[src/rtl/led_blink_driver_pkg.sv]
// Shared definitions for the LED blink driver: state encoding and board timing defaults.
package led_pkg;

  typedef enum logic [1:0] {
    ST_IDLE = 2'd0,
    ST_ON   = 2'd1,
    ST_GAP  = 2'd2
  } state_e;

  localparam int unsigned BOARD_ON_CYCLES  = 5_000_000;
  localparam int unsigned BOARD_GAP_CYCLES = 2_500_000;

  // Timer width wide enough for the longer of the two load values (min 1 bit).
  function automatic int unsigned timer_width(input int unsigned a, input int unsigned b);
    int unsigned m;
    m = (a > b) ? a : b;
    return (m < 2) ? 1 : $clog2(m);
  endfunction

endpackage

[src/rtl/led_blink_driver_if.sv]
// Event-in / LED-status-out bundle for the blink driver.
interface led_blink_driver_if #(
  parameter int unsigned PEND_W = 4
);
  logic              trig;
  logic              led;
  logic              busy;
  logic [PEND_W-1:0] pending;
  logic              overflow;

  modport master (output trig, input led, busy, pending, overflow);
  modport slave  (input trig, output led, busy, pending, overflow);
endinterface

[src/rtl/led_blink_driver_blink_timer.sv]
// Loadable down-counter with a zero flag; holds at zero.
module blink_timer #(
  parameter int unsigned W = 8
) (
  input  logic         clk,
  input  logic         rst,
  input  logic         load,
  input  logic [W-1:0] load_val,
  input  logic         dec,
  output logic         zero
);

  logic [W-1:0] count_d, count_q;

  // Load takes priority over decrement; the count never wraps below zero.
  always_comb begin
    count_d = count_q;
    if (load) begin
      count_d = load_val;
    end else if (dec && (count_q != '0)) begin
      count_d = count_q - 1'b1;
    end
  end

  // Counter register.
  always_ff @(posedge clk or posedge rst) begin
    if (rst) count_q <= '0;
    else     count_q <= count_d;
  end

  assign zero = (count_q == '0);

endmodule

[src/rtl/led_blink_driver.sv]
// Turns single-cycle event pulses into fixed-length LED blinks separated by a dark gap.
module led_blink_driver
  import led_pkg::*;
#(
  parameter int unsigned ON_CYCLES  = BOARD_ON_CYCLES,
  parameter int unsigned GAP_CYCLES = BOARD_GAP_CYCLES,
  parameter int unsigned PEND_W     = 4
) (
  input  logic                clk,
  input  logic                rst,
  led_blink_driver_if.slave   bus
);

  localparam int unsigned TW = timer_width(ON_CYCLES, GAP_CYCLES);
  localparam logic [TW-1:0]     ON_LOAD  = TW'(ON_CYCLES - 1);
  localparam logic [TW-1:0]     GAP_LOAD = TW'(GAP_CYCLES - 1);
  localparam logic [PEND_W-1:0] PEND_MAX = '1;

  state_e            state_d, state_q;
  logic [PEND_W-1:0] pending_d, pending_q;
  logic              led_d, led_q;
  logic              overflow_d, overflow_q;
  logic              consume;
  logic              tmr_load, tmr_dec, tmr_zero;
  logic [TW-1:0]     tmr_load_val;

  // State, LED and overflow registers; reset forces the LED dark immediately.
  always_ff @(posedge clk or posedge rst) begin
    if (rst) begin
      state_q    <= ST_IDLE;
      led_q      <= 1'b0;
      overflow_q <= 1'b0;
    end else begin
      state_q    <= state_d;
      led_q      <= led_d;
      overflow_q <= overflow_d;
    end
  end

  // Next-state logic: the FSM only looks at the pending count, never at trig.
  always_comb begin
    state_d = state_q;
    unique case (state_q)
      ST_IDLE: if (pending_q != '0) state_d = ST_ON;
      ST_ON:   if (tmr_zero)        state_d = ST_GAP;
      ST_GAP:  if (tmr_zero)        state_d = (pending_q != '0) ? ST_ON : ST_IDLE;
      default:                      state_d = ST_IDLE;
    endcase
  end

  // Outputs of the FSM: event consume, timer control and next LED value.
  always_comb begin
    consume      = (state_d == ST_ON) && (state_q != ST_ON);
    tmr_load     = (state_d != state_q) && (state_d != ST_IDLE);
    tmr_load_val = (state_d == ST_ON) ? ON_LOAD : GAP_LOAD;
    tmr_dec      = (state_q != ST_IDLE) && !tmr_load;
    led_d        = (state_d == ST_ON);
  end

  // Pending counter: saturating, with a drop flagged on overflow the next cycle.
  always_comb begin
    pending_d  = pending_q;
    overflow_d = 1'b0;
    if (bus.trig && !consume) begin
      if (pending_q == PEND_MAX) overflow_d = 1'b1;
      else                       pending_d  = pending_q + 1'b1;
    end else if (!bus.trig && consume) begin
      pending_d = pending_q - 1'b1;
    end
  end

  // Pending counter register.
  always_ff @(posedge clk or posedge rst) begin
    if (rst) pending_q <= '0;
    else     pending_q <= pending_d;
  end

  blink_timer #(.W(TW)) u_timer (
    .clk      (clk),
    .rst      (rst),
    .load     (tmr_load),
    .load_val (tmr_load_val),
    .dec      (tmr_dec),
    .zero     (tmr_zero)
  );

  assign bus.led      = led_q;
  assign bus.pending  = pending_q;
  assign bus.overflow = overflow_q;
  assign bus.busy     = (state_q != ST_IDLE) || (pending_q != '0);

endmodule

[src/flat_wrapper.sv]
// flat-port wrapper written by rule: the top's interface ports become plain ports
module led_blink_driver_flat import led_pkg::*;
#(
  parameter int unsigned ON_CYCLES  = BOARD_ON_CYCLES,
  parameter int unsigned GAP_CYCLES = BOARD_GAP_CYCLES,
  parameter int unsigned PEND_W     = 4
)
  (clk, rst, bus_trig, bus_led, bus_busy, bus_pending, bus_overflow);
  led_blink_driver_if #(.PEND_W(PEND_W)) bus_i ();
  input  logic clk;
  input  logic rst;
  input wire logic [$bits(bus_i.trig)-1:0] bus_trig;
  output wire logic [$bits(bus_i.led)-1:0] bus_led;
  output wire logic [$bits(bus_i.busy)-1:0] bus_busy;
  output wire logic [$bits(bus_i.pending)-1:0] bus_pending;
  output wire logic [$bits(bus_i.overflow)-1:0] bus_overflow;
  assign bus_i.trig = bus_trig;
  assign bus_led = bus_i.led;
  assign bus_busy = bus_i.busy;
  assign bus_pending = bus_i.pending;
  assign bus_overflow = bus_i.overflow;
  led_blink_driver #(.ON_CYCLES(ON_CYCLES), .GAP_CYCLES(GAP_CYCLES), .PEND_W(PEND_W)) u_core (.clk(clk), .rst(rst), .bus(bus_i));
endmodule
[config.mk]
export PLATFORM = sky130hd
export DESIGN_NAME = led_blink_driver_flat
export DESIGN_NICKNAME = d
export VERILOG_FILES = /design/src/rtl/led_blink_driver_pkg.sv /design/src/rtl/led_blink_driver_if.sv /design/src/rtl/led_blink_driver_blink_timer.sv /design/src/rtl/led_blink_driver.sv /design/src/flat_wrapper.sv
export SDC_FILE = /design/constraint.sdc
export NUM_CORES = 1
export LEC_CHECK = 0
export ABC_AREA = 1
export CAP_MARGIN = 20
export CELL_PAD_IN_SITES_DETAIL_PLACEMENT = 1
export CELL_PAD_IN_SITES_GLOBAL_PLACEMENT = 1
export CORE_MARGIN = 3
export CORE_UTILIZATION = 45
export CTS_CLUSTER_SIZE = 25
export DETAILED_ROUTE_END_ITERATION = 10
export PLACE_DENSITY_LB_ADDON = 0.05
export SLEW_MARGIN = 10
export SYNTH_ARGS = -nofsm -noshare
export SYNTH_HDL_FRONTEND = slang
export SYNTH_SLANG_ARGS = --single-unit
[constraint.sdc]
create_clock -name clk -period 3.4 [get_ports clk]
set_input_delay 0.68 -clock clk [delete_from_list [all_inputs] [get_ports clk]]
set_output_delay 0.68 -clock clk [all_outputs]
set_load 0.1 [all_outputs]
### After elaboration in Yosys (flattened, before gate mapping)

Index checks and enable logic that the tools add are counted.

| operators by class | value |
|---|---|
| $add $sub $neg | 3 |
| equal/unequal tests | 7 |
| reductions and logical operators | 19 |
| mux-type cells | 13 |

Operators by type and width:

| kind | number |
|---|---|
| 23-bit two-way mux | 3 |
| 23-bit logical NOT | 1 |
| 23-bit nonzero test | 1 |
| 23-bit by 1-bit subtractor with 23-bit output (second input constant) | 1 |
| 4-bit two-way mux | 3 |
| 2-bit nonzero test | 4 |
| 1-bit logical AND | 6 |
| 2-bit two-way mux | 3 |
| 2-bit one-hot mux with 3 select lines | 1 |
| 4-bit by 1-bit adder with 4-bit output (second input constant) | 1 |
| 2-bit by 1-bit equality test with 1-bit output (second input constant) | 2 |
| 4-bit equality test (second input constant) | 1 |
| 4-bit nonzero test | 1 |
| 4-bit by 1-bit subtractor with 4-bit output (second input constant) | 1 |
| 1-bit logical NOT | 3 |
| 1-bit two-way mux | 3 |
| 2-bit equality test (second input constant) | 1 |
| 2-bit logical NOT | 1 |
| 2-bit by 1-bit != test with 1-bit output (second input constant) | 1 |
| 2-bit != test | 1 |
| 2-bit != test (second input constant) | 1 |
| 2-bit AND reduction | 1 |
| 1-bit logical OR | 1 |

| word-level totals | value |
|---|---|
| register bits | 31 |
| word-level logic and storage cells | 47 |
| output and inout port bits | 7 |

### Depth between registers and ports, before layout

| depth | value |
|---|---|
| depth in word-level cells | 11 |
| mapped depth | 16 |
| gate-level depth less buffers | 16 |

### By module

A second synthesis with hierarchy kept.

| unflattened totals | value |
|---|---|
| cell total of the unflattened synthesis | 313 |
| area, all modules | 2,138.3 sq um |

Modules (own cells, without submodules):

| module | sequential area each (sq um) | cells an instance | area each (sq um) | times used |
|---|---|---|---|---|
| blink_timer | 575.6 | 249 | 1,639.1 | 1 |
| led_blink_driver | 200.2 | 64 | 499.2 | 1 |

### Worst setup path before layout

OpenSTA, ideal clock, no wires.

| timing | value |
|---|---|
| path kind | register to output |
| start point | reg u_core.pending_q[0], in the netlist u_core.bus.pending[0] |
| end point | out bus_busy |
| arrival time | 1.976 ns |
| required time | 2.720 ns |
| cell stages (with the launch flop) | 3 |
| slack | 0.744 ns |
| cell sequence | dfrtp_1 nor2_1 nand4_1 |

| between the ends | value |
|---|---|
| longest elaborated chain between the ends | 2 |

Ends and longest elaborated chain:

| item | RTL line | text |
|---|---|---|
| from (decl) | led_blink_driver.sv:20 | `logic [PEND_W-1:0] pending_d, pending_q;` |
| from (signal assigned) | led_blink_driver.sv:75 | `else pending_q <= pending_d;` |
| 4-bit nonzero test | led_blink_driver.sv:90 | `assign bus.busy = (state_q != ST_IDLE) \|\| (pending_q != '0);` |
| 1-bit logical OR | led_blink_driver.sv:90 |  |
| to (decl) | flat_wrapper.sv:14 | `output wire logic [$bits(bus_i.busy)-1:0] bus_busy;` |

Every way passes these cells.

### Worst setup path in the final report

| timing | value |
|---|---|
| start point | reg u_core.u_timer.count_q[0] |
| end point | reg u_core.pending_q[3], in the netlist u_core.bus.pending[3] |

| between the ends | value |
|---|---|
| longest elaborated chain between the ends | 9 |

Ends and longest elaborated chain:

| item | RTL line | text |
|---|---|---|
| from (decl) | led_blink_driver_blink_timer.sv:13 | `logic [W-1:0] count_d, count_q;` |
| from (signal assigned) | led_blink_driver_blink_timer.sv:28 | `else count_q <= count_d;` |
| 23-bit logical NOT (*) | led_blink_driver_blink_timer.sv:31 | `assign zero = (count_q == '0);` |
| 2-bit two-way mux (on tied branches) | led_blink_driver.sv:46, led_blink_driver.sv:45 |  |
| 2-bit one-hot mux with 3 select lines (*) | led_blink_driver.sv:43 | `unique case (state_q)` |
| 2-bit by 1-bit equality test with 1-bit output (*) | led_blink_driver.sv:53 | `consume = (state_d == ST_ON) && (state_q != ST_ON);` |
| 1-bit logical AND (*) | led_blink_driver.sv:53 |  |
| 1-bit logical NOT | led_blink_driver.sv:64 | `if (bus.trig && !consume) begin` |
| 1-bit logical AND | led_blink_driver.sv:64 |  |
| 2-bit != test (no line) or 2-bit nonzero test (tied branches) | n/a |  |
| 2-bit AND reduction (no line) | n/a |  |

Every way passes the cells marked *; elsewhere a longest branch is shown, timed or not.
A chain may end at the register's enable or synchronous reset.

==> flow_summary_export.csv <==
group,metric,value,unit
worst_setup_path,critPathLaunchType,"flop",
global_routing,grt_max_degree,32,
sta,hold_violations,0,
power_and_ir_drop,comb_power_share,55.3,%
power_and_ir_drop,ir_worst_vdd,0.728,mV
sta,rsz0062_at_grt,"no",
clock_tree,post_cts_resize_count,0,
sta,max_freq,384,MHz
sta,setup_slack,0.795,ns
clock_tree,htree_levels,2,
outcome,status,"completed",
layout,layout-drive-gt1-share,14.3,%
global_routing,first_global_vias,1907,
power_and_ir_drop,internal-power,0.910,mW
sta,timing.slew.headroom,35.3,%
hold_path,min-delay-start,"u_core.u_timer.count_q[1]",
flow_run,drv_cap,0,
floorplanning,start_util,48.5,%
power_and_ir_drop,power_density,882,nW/um^2
place,dp.cells,316,
global_routing,grt-ovfl-total,0,
sta,setup_tns,0,ns
worst_setup_path,r2r_setup_slack,0.79,ns
route,drc,0,
worst_setup_path,required,3.57,ns
worst_setup_path,cp-end-kind,"flop",
power_and_ir_drop,p_total,1.94,mW
clock_tree,cts_tree,"built",
yosys,yosysUniqueCellTypes,31,
worst_setup_path,reg2regPathDepth,16,
power_and_ir_drop,p_leak,1.07,nW
power_and_ir_drop,seqPwrFrac,31.0,%
place,portBuffers,9,
power_and_ir_drop,net-switching-power,1.03,mW
clock_tree,cts_max_path_buffers,2,
yosys,syn_nets,266,
hold_path,worst_hold_path_type,"reg -> reg",
clock_tree,cts_root_buf,"clkbuf_8",
layout,multi_input_area,1050,sq um
route,initialDrtViolationCount,54,
worst_setup_path,cp_slowest_cell,"dfrtp_1",
floorplanning,core,4170,sq um
floorplanning,ios,10,
place,dp_hpwl,3860,um
yosys,synth_cells,259,
clock_tree,numClockSinks,31,
sta,fin_worst_skew,0.00407,ns
global_routing,grt_usage,21.9,%
hold_path,min_path_cells,2,
clock_tree,cts_buffers,5,
route,vias,1747,
sta,setup_viol,0,
sta,worstMarginPinSlew,0.968,ns
floorplanning,die_w,73.1,um
route,avgViaCountPerCell,5.43,
worst_setup_path,crit_top_cell,"nand2_1",
place,place.gp.congestion,0.840,
yosys,syn_avg_cell_area,7.82,sq um
power_and_ir_drop,sw_frac_of_total,53.2,%
worst_setup_path,crit_path_max_fanout,9,
global_routing,grt_antenna_before_repair,0,
worst_setup_path,r2r_start,"u_core.u_timer.count_q[0]",
floorplanning,die_area,5340,sq um
layout,syn2layout_area_growth,8.78,%
yosys,seq_area_frac_synth,38.3,%
route,drt_first_pass_iters,4,
route,detail_route.wl_per_cell,15.8,um
clock_tree,clkLatencyLatePin,0.28,ns
clock_tree,post_cts_buffers,0,
power_and_ir_drop,pwr-share-clk,13.7,%
clock_tree,clk_pin_slew,0.06,ns
worst_setup_path,worst-setup-path-type,"reg -> reg",
route,postRouteAntennaNets,0,
worst_setup_path,crit_chain,"inv_1 -> ha_1 -> nand2_2 -> nor2_4 -> nand3_4 -> nand2_4 -> nand2_4 -> nand2_1 -> ha_1 -> a21o_1 -> a21oi_1 -> nor2_1 -> nand3_2 -> nand2_1 -> nand2_1 -> nand2_1",
route,routed_wl,5090,um
layout,layout.nets,280,
yosys,synth-async-reset-ratio,100,%
yosys,synth_edf_count,0,
floorplanning,core.rowCount,23,
clock_tree,hold_buffers,0,
layout,n_antenna_cell,0,
hold_path,hold_end,"u_core.u_timer.count_q[1]",
yosys,ys_seq_elements,31,
layout,fill_cells,536,
layout,regArea,776,sq um
sta,drv_slew,0,
yosys,synth_area,2020,sq um
floorplanning,die_h,73.1,um
worst_setup_path,crit_arrival,2.78,ns
layout,finalNonFillerCells,322,
worst_setup_path,worstReg2RegEnd,"u_core.bus.pending[3]",
yosys,ys_warn_count,0,
place,place_ws,0.804,ns
sta,min_period_over_period,76.6,%
worst_setup_path,slowest_delay,0.36,ns
yosys,synthFlopType,"dfrtp_1",
global_routing,grt_pass1_wl,8940,um
sta,fin_crit,2.61,ns
-- cell usage after synthesis (2+ instances only) --
cell       n  share of area [%]
nand4_1    5                1.5
ha_1       3                1.9
o21ai_1    2               0.49
nand2_1   56                 10
inv_1     40                7.4
nand3_4    2                1.7
dfrtp_1   31                 38
nand2_4    5                2.8
nor2_4     3                1.7
o211ai_1   3                1.1
nor3_1     9                2.2
xnor2_1    2               0.87
xor2_1     6                2.6
a21oi_1    4               0.99
nor2_2     7                2.2
buf_6      2                1.1
nor2_1    22                4.1
nand3_2    3                1.5
o21ai_0   10                2.5
nand3_1   29                7.2
nand3b_1   3                1.1
nand2_2    3               0.93
-- flip-flops by register name, indices dropped and copies added, names as in the netlist --
name	cells
u_core.u_timer.count_q	23
u_core.bus.pending	4
u_core.state_q	2
u_core.bus.led	1
u_core.bus.overflow	1
-- worst max-delay path, delay by kind of cell, from the launching register on --
kind	cells	cell delay (ns)
fa+ha+maj	2	0.48
buf+inv	1	0.13
flops	1	0.36
simple gates	11	1.14
compound gates	2	0.37
-- through the flow --
stage          hold WS [ns]  instance area (sq um)  util, %
3_3_place_gp          0.511                   2130     51.0
6_report              0.538                   2200     52.8
2_1_floorplan         0.467                   2020        -
3_5_place_dp          0.518                   2130     51.0
4_1_cts               0.538                   2200     52.8
5_1_grt               0.581                   2200     52.8
-- cells in the final DEF, fill, tap and decap left out, types with 4 or more instances in the layout --
cell type         n
nand2_4           5
xor2_1            6
nor3_1            9
o21ai_0          10
a21oi_1           4
nand3_1          29
clkdlybuf4s50_1   4
nor2_2            7
dfrtp_1          31
buf_4             6
clkbuf_8          5
nand4_1           5
inv_1            40
nor2_1           22
nand2_1          56
-- layout make-up --
type	count	share of cell area (%)
well taps	50	2.84
multi-input cells	184	47.8
repair buffers	10	3.86
inverters	41	6.99
clock buffers	6	3.30
flip-flops and latches	31	35.2
-- power groups by stage --
stage / registers (mW) / clock network, mW / logic (mW)
6_report: 0.603 / 0.266 / 1.07
5_1_grt: 0.623 / 0.287 / 1.20
4_1_cts: 0.602 / 0.277 / 1.09
3_5_place_dp: 0.607 / 0 / 1.08
3_3_place_gp: 0.607 / 0 / 1.05
2_1_floorplan: 0.800 / 0 / 0.676
-- per-layer routing --
layer / vias up / part of all wire, % / wire length (um) / GRT usage, %
met2: 18 / 50 / 2530 / 36.4
met1: 864 / 46 / 2340 / 27.9
li1: 856 / - / - / -
met4: 0 / 1.8 / 91 / 8.40
met3: 9 / 2.7 / 139 / 3.99
met5: - / 0 / 0 / 0
-- how the worst max path moves through the flow --
stage / cells after the start / slack [ns] / startpoint / to
after detailed placement: 16 / 0.80 / u_core.u_timer.count_q[0] / u_core.bus.pending[3]
final: 16 / 0.79 / u_core.u_timer.count_q[0] / u_core.bus.pending[3]
after CTS: 16 / 0.78 / u_core.u_timer.count_q[0] / u_core.bus.pending[3]
after floorplan: 2 / 0.74 / u_core.bus.pending[0] / bus_busy
after global routing: 16 / 0.60 / u_core.u_timer.count_q[0] / u_core.bus.pending[3]
after global placement: 8 / 0.94 / bus_trig / u_core.bus.pending[3]
-- cells by family after synthesis --
group                      after synthesis  synth area share [%]
xor gates and xnor gates                 8                  3.46
buffers and inverters                   44                  9.70
AOI/OAI and AO/OA                       22                  6.49
adders and majority gates                4                  2.84
DFF                                     31                  38.3
and+or+nand+nor                        150                  39.2
Power figures use the tool's default switching activity.
